<file path="config.mk">
export PLATFORM = sky130hd
export DESIGN_NAME = ultrasonic_echo_responder
export DESIGN_NICKNAME = d
export VERILOG_FILES = /design/src/rtl/ultrasonic_echo_responder.sv
export SDC_FILE = /design/constraint.sdc
export NUM_CORES = 1
export LEC_CHECK = 0
export ABC_AREA = 1
export BUFFER_PORTS_ARGS = -buffer_cell sky130_fd_sc_hd__buf_2
export CAP_MARGIN = 10
export CORE_ASPECT_RATIO = 0.7
export CORE_MARGIN = 4
export CORE_UTILIZATION = 55
export CTS_CLUSTER_DIAMETER = 60
export DETAILED_ROUTE_END_ITERATION = 10
export GPL_TIMING_DRIVEN = 0
export HOLD_SLACK_MARGIN = 0.1
export PLACE_DENSITY = 0.77
export SLEW_MARGIN = 0
export SYNTH_ARGS = -nofsm -noshare
export SYNTH_HDL_FRONTEND = slang
export SYNTH_SLANG_ARGS = --single-unit
export TNS_END_PERCENT = 20
</file>
<file path="constraint.sdc">
create_clock -name clk -period 2.3 [get_ports clk]
set_clock_uncertainty 0.15 [all_clocks]
set_input_delay 0.23 -clock clk [delete_from_list [all_inputs] [get_ports clk]]
set_output_delay 0.23 -clock clk [all_outputs]
set_load 0.01 [all_outputs]
</file>
<file path="src/rtl/ultrasonic_echo_responder.sv">
// HC-SR04-style echo responder for FPGA loopback: accepts a trigger pulse, waits a burst delay, then emits
// an echo whose width encodes a programmed distance. Define ULTRA_JITTER_EN to add LFSR width jitter.
module ultrasonic_echo_responder #(
  parameter int unsigned TRIG_MIN_CYC = 500,
  parameter int unsigned BURST_CYC    = 10000,
  parameter int unsigned MAX_ECHO_CYC = 1900000,
  parameter int unsigned HOLDOFF_CYC  = 500000,
  parameter int unsigned JIT_BITS     = 4
) (
  input  logic        clk,
  input  logic        reset,
  input  logic        trigger,
  input  logic [31:0] echo_width,
  output logic        echo,
  output logic        busy,
  output logic        trig_short,
  output logic [15:0] meas_cnt
);

  typedef enum logic [2:0] {IDLE, TRIG, BURST, ECHO, HOLDOFF} state_t;

  localparam logic [31:0] TRIG_MIN  = 32'(TRIG_MIN_CYC);
  localparam logic [31:0] BURST_END = 32'(BURST_CYC);
  localparam logic [31:0] MAX_W     = 32'(MAX_ECHO_CYC);
  localparam logic [31:0] HOLD_END  = 32'(HOLDOFF_CYC - 1);

  state_t      state;
  logic [31:0] cnt;
  logic [31:0] w_reg;
  logic [31:0] w_clamp;
  logic [31:0] w_next;
  logic        trig_m, trig_s;
  logic        accept;

  always_ff @(posedge clk or negedge reset) begin
    if (!reset) begin
      trig_m <= 1'b0;
      trig_s <= 1'b0;
    end else begin
      trig_m <= trigger;
      trig_s <= trig_m;
    end
  end

  assign accept = (state == TRIG) && !trig_s && (cnt >= TRIG_MIN);

`ifdef ULTRA_JITTER_EN
  logic [15:0] lfsr, lfsr_nxt;
  logic [32:0] w_sum;

  assign lfsr_nxt = {lfsr[14:0], lfsr[15] ^ lfsr[13] ^ lfsr[12] ^ lfsr[10]};

  always_ff @(posedge clk or negedge reset) begin
    if (!reset)      lfsr <= 16'hACE1;
    else if (accept) lfsr <= lfsr_nxt;
  end

  // Jitter comes from the value the LFSR steps to on this acceptance.
  always_comb begin
    w_clamp = (echo_width == 32'd0 || echo_width > MAX_W) ? MAX_W : echo_width;
    w_sum   = {1'b0, w_clamp} + 33'(lfsr_nxt[JIT_BITS-1:0]);
    w_next  = (w_sum > {1'b0, MAX_W}) ? MAX_W : w_sum[31:0];
  end
`else
  always_comb begin
    w_clamp = (echo_width == 32'd0 || echo_width > MAX_W) ? MAX_W : echo_width;
    w_next  = w_clamp;
  end
`endif

  always_ff @(posedge clk or negedge reset) begin
    if (!reset) begin
      state      <= IDLE;
      cnt        <= '0;
      w_reg      <= '0;
      echo       <= 1'b0;
      trig_short <= 1'b0;
      meas_cnt   <= '0;
    end else begin
      trig_short <= 1'b0;
      case (state)
        IDLE: if (trig_s) begin
          state <= TRIG;
          cnt   <= '0;
        end
        TRIG: begin
          if (!trig_s) begin
            cnt <= '0;
            if (accept) begin
              state <= BURST;
              w_reg <= w_next;
            end else begin
              state      <= IDLE;
              trig_short <= 1'b1;
            end
          end else if (cnt < TRIG_MIN) begin
            cnt <= cnt + 32'd1;
          end
        end
        BURST: if (cnt == BURST_END) begin
          state <= ECHO;
          cnt   <= '0;
          echo  <= 1'b1;
        end else begin
          cnt <= cnt + 32'd1;
        end
        // w_reg is never zero, so the echo is high for exactly w_reg cycles.
        ECHO: if (cnt == w_reg - 32'd1) begin
          state    <= HOLDOFF;
          cnt      <= '0;
          echo     <= 1'b0;
          meas_cnt <= meas_cnt + 16'd1;
        end else begin
          cnt <= cnt + 32'd1;
        end
        HOLDOFF: if (cnt == HOLD_END) begin
          state <= IDLE;
          cnt   <= '0;
        end else begin
          cnt <= cnt + 32'd1;
        end
        default: begin
          state <= IDLE;
          cnt   <= '0;
          echo  <= 1'b0;
        end
      endcase
    end
  end

  assign busy = (state == BURST) || (state == ECHO) || (state == HOLDOFF);

endmodule

</file>
==> results.cfg, run 1 <==
[sta]
relSlewSlack_pct = 42.37
worst_slew_pin_slew_ns = 0.8598
fin_crit_sh_pct = 116.8
rsz0062_at_grt = true
finalHoldViolations = 0
setup_ws_ns = -0.3860
finalCriticalPeriod_ns = 2.686
fmax_ghz = 0.3723
finalSetupViolCount = 71
drv_slew = 0

[yosys]
syn_nets = 1056
syn_avg_cell_area_um2 = 6.635
ys_seq_area_share_pct = 32.26
yosysTopAreaCellShare_pct = 32.26
synth.area.top_cells = dfrtp_1 32%, nand2_1 17%, nor2_1 8.0%
dominantRegCellSynth = dfrtp_1
ys.warnings.count = 0
synth.distinct_cells = 41
synth_area_leader_cell = dfrtp_1
synthesis.instances = 1017
ys_ff_latch = 87
synth_edf_count = 0
async_flop_share_pct = 100.0
syn_area_um2 = 6748

[placed_design]
dp_hpwl_mm = 14.06
place.gp.congestion = 0.9476
portBuffers = 53
place_inst = 1228
dp_slack_ns = -0.5424

[layout]
drive_above_1_share_pct = 22.96
finalNonFillerCells = 1298
nNetsFinal = 1175
area_growth_pct = 26.37
diodes = 0

[grt]
grt_pass1_wl_mm = 31.68
grt_max_degree = 45
gr-total-overflow = 0
track_usage_pct = 27.74
antenna_found_initial = 0
grt_pass1_vias = 6415

[drt]
vias_per_cell = 5.525
remaining_drc_errors = 0
ant_nets = 0
dr_total_vias = 7171
dr.pass1.iters = 7
wl_per_cell_um = 15.74
wl_mm = 20.43
drt_iter0_drc = 744

[power]
combPwrFrac_pct = 16.8
p_seq_share_pct = 41.2
switching_share_pct = 27.74
intPower_w = 0.002753
ir_worst_vdd_mv = 0.3683
power_leakage_nw = 4.191
powerDensity_nw_per_um2 = 446.8
switchingPower_w = 0.001057
clockPowerShare_pct = 42.0

[setup_path]
critical_path_buf_inv_count = 3
cp_top_family = simple AND/OR/NAND/NOR gates
cp-start-kind = register
required_ns = 2.39
worstPathMaxFanout = 6
slowest_stage = dfrtp_1
crit_top_cell = nand2_1
crit_chain = inv_2 > ha_4 > nand2_4 > nor2_4 > buf_4 > nand2_1 > nand2_1 > nor2_1 > nand2_1 > nor2_1 > nand3_1 > nor2_2 > nand3_4 > nand2_4 > nand2_8 > clkbuf_16 > nand3_1 > nand2_1
cp.arrival_ns = 2.77
cpPeakStageDelay_ns = 0.42
path_class = reg2reg
critPathCaptureType = register

[clocking]
clockBufferDepth = 2
clock_sinks = 87
clkTransAtPathRegs_ns = 0.06
insertion_delay_ns = 0.35
numCtsBuffers = 9
cts_tree = yes
cts-root-buf = clkbuf_16
h-tree-depth = 3

[floorplan]
fp-row-count = 33
io_pins = 54
die-area_um2 = 14130
initial_core_util_pct = 56.94
die-height_um = 100.7
die_width_um = 140.4
core_area_um2 = 11850

[flow_run]
drv_cap = 0

[status]
violations = setup timing
run_status = finished, violations left

[hold_path]
worstHoldPathType = in2reg
[stage by stage]
stage	power [W]	TNS, ns	utilization, %	hold slack [ns]	area (um^2)
5_1_grt	0.003929	-22.23	71.96	0.1711	8527
3_5_place_dp	0.002082	-34.56	61.09	0.1077	7239
3_3_place_gp	0.002072	-30.74	60.84	0.1831	7209
6_report	0.003810	-15.93	71.96	0.1661	8527
2_1_floorplan	0.001896	0	-	-0.2156	6748
4_1_cts	0.003709	-9.916	67.55	0.1497	8005
[worst min-delay path, stage by stage]
cell,delay (ns)
buf_2,0.07
nor4_1,0.03
nand4_1,0.12
nor2_1,0.05
a21oi_1,0.12
[metal layers]
metal  vias to the layer above  share of wire, %  global-route usage, %
met1                      3309                45                  42.40
met2                       349                43                  40.63
met5                         -                 0                      0
met4                         0               2.3                  6.701
li1                       3453                 -                      -
met3                        60               9.4                  5.026
[cell type report]
type / count / area (um^2)
plain buffers: 36 / 236.5
clock buffers: 11 / 242.7
clock inverters: 5 / 81.33
fillers: 917 / 3323
inverters: 129 / 484.2
multi-input cells: 763 / 4269
flip-flops and latches: 87 / 2192
well taps: 157 / 196.4
repair buffers: 110 / 824.5
[layout by cell type (no fill, tap or decap), types with 8 or more instances in the layout]
cell type and n:
clkbuf_16 10, nor2_2 22, nand2_2 26, clkbuf_1 12, nand3_2 16, nor2_4 20
dfrtp_2 12, inv_1 123, nor2_1 118, nor4_1 8, a31oi_1 13, buf_4 31
o21ai_1 9, xnor2_1 20, nand3_1 45, nand4_1 35, xor2_1 48, dfrtp_1 75
nand2_1 273, o21ai_0 21, dlygate4sd3_1 23, nor3_1 31, buf_2 61
[power groups by stage]
stage	Combinational, W	Sequential (W)	Clock [W]
after global routing	0.000696	0.00157	0.00166
final	0.000641	0.00157	0.00160
after CTS	0.000537	0.00157	0.00160
after detailed placement	0.000485	0.00160	0
after floorplan	0.000301	0.00160	0
after global placement	0.000475	0.00160	0
[kinds of logic (layout without fill, tap and decap cells)]
kind of cell	after synthesis	in the layout	synth area share [%]
simple gates	630	630	42.41
buf+inv	167	291	10.29
flops	87	87	32.26
xor+xnor	68	68	8.826
compound gates	61	61	5.470
fa+ha+maj	4	4	0.7417
[path summary, 6_finish.rpt]
check                                from   endpoint  slack, ns  cells after the start
min reg2reg                        trig_m     trig_s       0.21                      0
max in group asynchronous           reset    cnt[15]       1.09                      3
min in group asynchronous           reset  w_reg[20]       0.27                      2
min                        echo_width[28]  w_reg[18]       0.17                      5
max reg2reg                      w_reg[1]    cnt[16]      -0.39                     18
max                              w_reg[1]    cnt[16]      -0.39                     18
[Yosys cell counts (7+ instances only)]
cell      instances
a31oi_1          13
buf_2            11
clkbuf_1         18
dfrtp_1          87
inv_1           126
nand2_1         298
nand3_1          57
nand3b_1          7
nand4_1          35
nor2_1          143
nor2_2            8
nor2_4            9
nor3_1           35
nor4_1            8
o21ai_0          23
o21ai_1           8
xnor2_1          20
xor2_1           48
[what timing repair did]
item                                    CTS  global route
pin swaps                                 9            30
buffers inserted                          6            24
gates cloned                              1             2
hold buffers                             23             0
resized for setup                        51            83
endpoints found under the setup margin   84            84
endpoints found under the hold margin    65             0
(Power assumes the default switching activity.)
==> run 2, diff against run 1 <==
--- a/config.mk
+++ b/config.mk
@@ -16,6 +16,7 @@
 export GPL_TIMING_DRIVEN = 0
 export HOLD_SLACK_MARGIN = 0.1
 export PLACE_DENSITY = 0.77
+export RECOVER_POWER = 50
 export SLEW_MARGIN = 0
 export SYNTH_ARGS = -nofsm -noshare
 export SYNTH_HDL_FRONTEND = slang
==> results.cfg, run 2 (synthesis gave the netlist of run 1 again) <==
[status]
run_status = finished, violations left
violations = setup timing

[placed_design]
portBuffers = 53
place.gp.congestion = 0.9476
place_inst = 1228
dp_hpwl_mm = 14.06

[hold_path]
hold_start = echo_width[28]
worstHoldPathType = in2reg
whs_path_depth = 5
min_to = w_reg[18]

[layout]
mostFrequentLayoutCells = 273 x nand2_1, 123 x inv_1, 118 x nor2_1, 75 x dfrtp_1, 56 x buf_2
fillers = 924
area_growth_pct = 25.94
nNetsFinal = 1175
finalNonFillerCells = 1298
final_common_cell = nand2_1
diodes = 0
drive_above_1_share_pct = 22.52

[sta]
fin_crit_sh_pct = 117.1
setup_ws_ns = -0.3930
drv_slew = 0
finalSetupViolCount = 71
rsz0062_at_grt = true
fmax_ghz = 0.3713
worst_hold_slack_ns = 0.1656
relSlewSlack_pct = 27.79
finalHoldViolations = 0
finalCriticalPeriod_ns = 2.693
tns_ns = -16.13
worst_slew_pin_slew_ns = 1.083

[setup_path]
path_class = reg2reg
critPathCaptureType = register
critical_path_buf_inv_count = 2
ff2ff_setup_slack_ns = -0.39
r2r-start = w_reg[9]
cpPeakStageDelay_ns = 0.46
worstPathMaxFanout = 6
crit_top_cell = nand2_1
reg2reg_depth = 16
crit_chain = nor2_4 > nand2_1 > nor2_4 > buf_4 > nand3_1 > nand2_1 > nand2_1 > nor2_1 > nand3_1 > nor2_2 > nand3_4 > nand2_4 > nand2_8 > clkbuf_16 > nand3_1 > nand2_1
required_ns = 2.39
rr_endpoint = cnt[16]
cp_top_family = simple AND/OR/NAND/NOR gates
slowest_stage = dfrtp_2
cp-start-kind = register
cp.arrival_ns = 2.78

[floorplan]
die-height_um = 100.7
initial_core_util_pct = 56.94
die-area_um2 = 14130
fp-row-count = 33
die_width_um = 140.4
io_pins = 54
core_area_um2 = 11850

[clocking]
clock_sinks = 87
cts_tree = yes
h-tree-depth = 3
clkTransAtPathRegs_ns = 0.06
insertion_delay_ns = 0.35
cts-root-buf = clkbuf_16
clockBufferDepth = 2
numCtsBuffers = 9

[power]
ir_worst_vdd_mv = 0.3685
powerDensity_nw_per_um2 = 447.7
power_leakage_nw = 4.161
power_w = 0.003805

[grt]
antenna_found_initial = 0
grt_pass1_vias = 6415
gr-total-overflow = 0
grt_max_degree = 45
track_usage_pct = 27.74
grt_pass1_wl_mm = 31.68

[drt]
drt_iter0_drc = 749
wl_mm = 20.48
dr.pass1.iters = 8
remaining_drc_errors = 0
vias_per_cell = 5.525
wl_per_cell_um = 15.78
dr_total_vias = 7172
ant_nets = 0

[flow_run]
drv_cap = 0
==> run 2: per-layer routing <==
metal	up-vias	GRT usage, %	routed length [um]
met5	-	0	0
met3	58	5.026	1967
met4	0	6.701	474
li1	3450	-	-
met2	356	40.63	8818
met1	3308	42.40	9223
==> run 2: power by group <==
group	internal (W)	switching, W
Sequential	0.00155	0.0000200
Clock	0.000982	0.000618
Combinational	0.000215	0.000420
==> run 2: repair_timing <==
action / CTS / global route
pin swaps: 9 / 30
buffers inserted: 6 / 24
hold buffers: 23 / 0
gates cloned: 1 / 2
gates resized for setup: 51 / 83
setup endpoints to repair: 84 / 84
endpoints found under the hold margin: 65 / 0
==> run 2: worst min-delay path, stage by stage <==
cell	delay, ns
buf_2	0.07
nor4_1	0.03
nand4_1	0.12
nor2_1	0.05
a21oi_1	0.12
==> run 2: stage by stage <==
| step | setup WS, ns | utilization (%) | area [um^2] |
|---|---|---|---|
| after detailed placement | -0.5424 | 61.09 | 7239 |
| after global routing | -0.4202 | 71.71 | 8498 |
| after global placement | -0.5045 | 60.84 | 7209 |
| after floorplan | 0.01005 | - | 6748 |
| final | -0.3930 | 71.71 | 8498 |
| after CTS | -0.2255 | 67.55 | 8005 |
==> run 2: layout make-up <==
cell class / count / area [um^2] / area share (%)
flip-flops and latches: 87 / 2192 / 25.80
clock buffers: 11 / 242.7 / 2.856
inverters: 129 / 484.2 / 5.698
repair buffers: 110 / 795.8 / 9.364
plain buffers: 36 / 236.5 / 2.783
clock inverters: 5 / 81.33 / 0.9570
well taps: 157 / 196.4 / 2.312
multi-input cells: 763 / 4269 / 50.24
==> run 2: how the worst max path moves through the flow <==
stage                        start      end  depth (start not counted)
after CTS                 w_reg[2]  cnt[19]                         16
final                     w_reg[9]  cnt[16]                         16
after floorplan           w_reg[0]  cnt[20]                         18
after global placement    w_reg[0]  cnt[19]                         18
after detailed placement  w_reg[0]  cnt[19]                         18
after global routing      w_reg[7]  cnt[16]                         16
==> run 3, diff against run 2 <==
--- a/config.mk
+++ b/config.mk
@@ -9,13 +9,13 @@
 export BUFFER_PORTS_ARGS = -buffer_cell sky130_fd_sc_hd__buf_2
 export CAP_MARGIN = 10
 export CORE_ASPECT_RATIO = 0.7
-export CORE_MARGIN = 4
+export CORE_MARGIN = 3
 export CORE_UTILIZATION = 55
 export CTS_CLUSTER_DIAMETER = 60
 export DETAILED_ROUTE_END_ITERATION = 10
 export GPL_TIMING_DRIVEN = 0
 export HOLD_SLACK_MARGIN = 0.1
-export PLACE_DENSITY = 0.77
+export PLACE_DENSITY = 0.74
 export RECOVER_POWER = 50
 export SLEW_MARGIN = 0
 export SYNTH_ARGS = -nofsm -noshare
==> constraint.sdc (replaced) <==
create_clock -name clk -period 3 [get_ports clk]
set_clock_uncertainty 0.15 [all_clocks]
set_input_delay 0.3 -clock clk [delete_from_list [all_inputs] [get_ports clk]]
set_output_delay 0.3 -clock clk [all_outputs]
set_load 0.01 [all_outputs]
==> results.cfg, run 3 (synthesis gave the netlist of run 1 again) <==
[floorplan]
initial_core_util_pct = 56.94
die-area_um2 = 13650
core_area_um2 = 11850
fp-row-count = 33
die_width_um = 138.4
die-height_um = 98.67
io_pins = 54

[power]
switching_share_pct = 27.16
clockPowerShare_pct = 43.3
power_leakage_nw = 3.898
p_seq_share_pct = 42.7
intPower_w = 0.002053
powerDensity_nw_per_um2 = 364.1
combPwrFrac_pct = 14.0
switchingPower_w = 0.0007657
power_w = 0.002819
ir_worst_vdd_mv = 0.3450

[setup_path]
required_ns = 3.08
cp-start-kind = register
cpPeakStageDelay_ns = 0.48
crit_chain = clkbuf_1 > inv_1 > nand3_1 > nor2_1 > nand2_1 > nor2_1 > o21ai_2 > clkbuf_1 > nor3_1 > nand2_1 > nand2_1
crit_top_cell = nand2_1
slowest_stage = clkbuf_1
path_class = reg2reg
worstPathMaxFanout = 10
cp.arrival_ns = 2.87
critPathCaptureType = register

[clocking]
h-tree-depth = 3
cts-root-buf = clkbuf_16
clock_sinks = 87
numCtsBuffers = 9
insertion_delay_ns = 0.34
clockBufferDepth = 2
cts_tree = yes
clkTransAtPathRegs_ns = 0.07

[placed_design]
portBuffers = 53
post_dp_cell_area_um2 = 7239
place.gp.congestion = 0.9542
dp_hpwl_mm = 14.25
place_inst = 1228

[sta]
drv_slew = 33
relSlewSlack_pct = -28.42
finalHoldViolations = 0
worst_slew_pin_slew_ns = 1.926
worst_hold_slack_ns = 0.1047
fmax_ghz = 0.3576
finalCriticalPeriod_ns = 2.796
finalSetupViolCount = 0
fin_crit_sh_pct = 93.21

[drt]
ant_nets = 0
remaining_drc_errors = 0
wl_mm = 18.44
dr_total_vias = 6750
wl_per_cell_um = 14.63
drt_iter0_drc = 668
vias_per_cell = 5.353
dr.pass1.iters = 6

[layout]
area_growth_pct = 14.72
diodes = 0
postLayoutCellArea_um2 = 7741
final_common_cell = nand2_1
mostFrequentLayoutCells = 298 x nand2_1, 141 x nor2_1, 126 x inv_1, 87 x dfrtp_1, 58 x buf_2
finalNonFillerCells = 1261
drive_above_1_share_pct = 12.23
nNetsFinal = 1139

[flow_run]
drv_cap = 1

[grt]
grt_pass1_wl_mm = 30.12
track_usage_pct = 27.06
gr-total-overflow = 0
grt_pass1_vias = 5945
grt_max_degree = 56
antenna_found_initial = 0

[status]
violations = capacitance limit, slew limit
run_status = finished, violations left

[hold_path]
worstHoldPathType = in2reg
## run 3: worst max-delay path: cells and delay by family, from the launching register on
family | cells | cell delay, ns
flops | 1 | 0.32
buf+inv | 3 | 1.04
compound gates | 1 | 0.44
simple gates | 7 | 0.73
## run 3: final cells by class
cell class	instances	area, um^2
fill	1051	4109
multi-input combinational	763	3892
buffer	38	210.2
clock buffer	10	239.0
sequential	87	2177
inverter	129	484.2
timing repair buffer	72	459.2
clock inverter	5	82.58
tap	157	196.4
## run 3: final timing paths
path | cells past startpoint | start | to | slack [ns]
worst max-delay path | 11 | cnt[17] | cnt[20] | 0.20
worst min-delay path | 3 | echo_width[20] | w_reg[20] | 0.10
worst max register to register | 11 | cnt[17] | cnt[20] | 0.20
worst min register to register | 0 | trig_m | trig_s | 0.21
max in group asynchronous | 2 | reset | w_reg[1] | 0.70
min in group asynchronous | 2 | reset | w_reg[16] | 0.88
## run 3: power by group through the flow
| stage | clock network [W] | logic (W) | registers [W] |
|---|---|---|---|
| 6_report | 0.00122 | 0.000394 | 0.00120 |
| 3_3_place_gp | 0 | 0.000362 | 0.00122 |
| 4_1_cts | 0.00124 | 0.000386 | 0.00120 |
| 2_1_floorplan | 0 | 0.000231 | 0.00122 |
| 5_1_grt | 0.00130 | 0.000427 | 0.00121 |
| 3_5_place_dp | 0 | 0.000367 | 0.00122 |
## run 3: layer usage
layer	track usage (%)	share of wire [%]
met3	5.771	8.9
met4	6.454	1.7
met1	42.54	50
met2	37.67	40
met5	0	0
## run 3: timing repair
action,in CTS,in global routing
resized for setup,0,4
hold buffers,17,0
setup buffers,0,0
hold endpoints to repair,48,0
setup endpoints to repair,0,59
## run 3: stage by stage
stage               setup WS [ns]  util (%)  TNS (ns)
global placement           0.1662     60.84         0
global route             -0.02339     65.33  -0.06253
CTS                        0.1229     65.24         0
floorplan                  0.7101         -         0
finish                     0.2038     65.33         0
detailed placement         0.1465     61.09         0
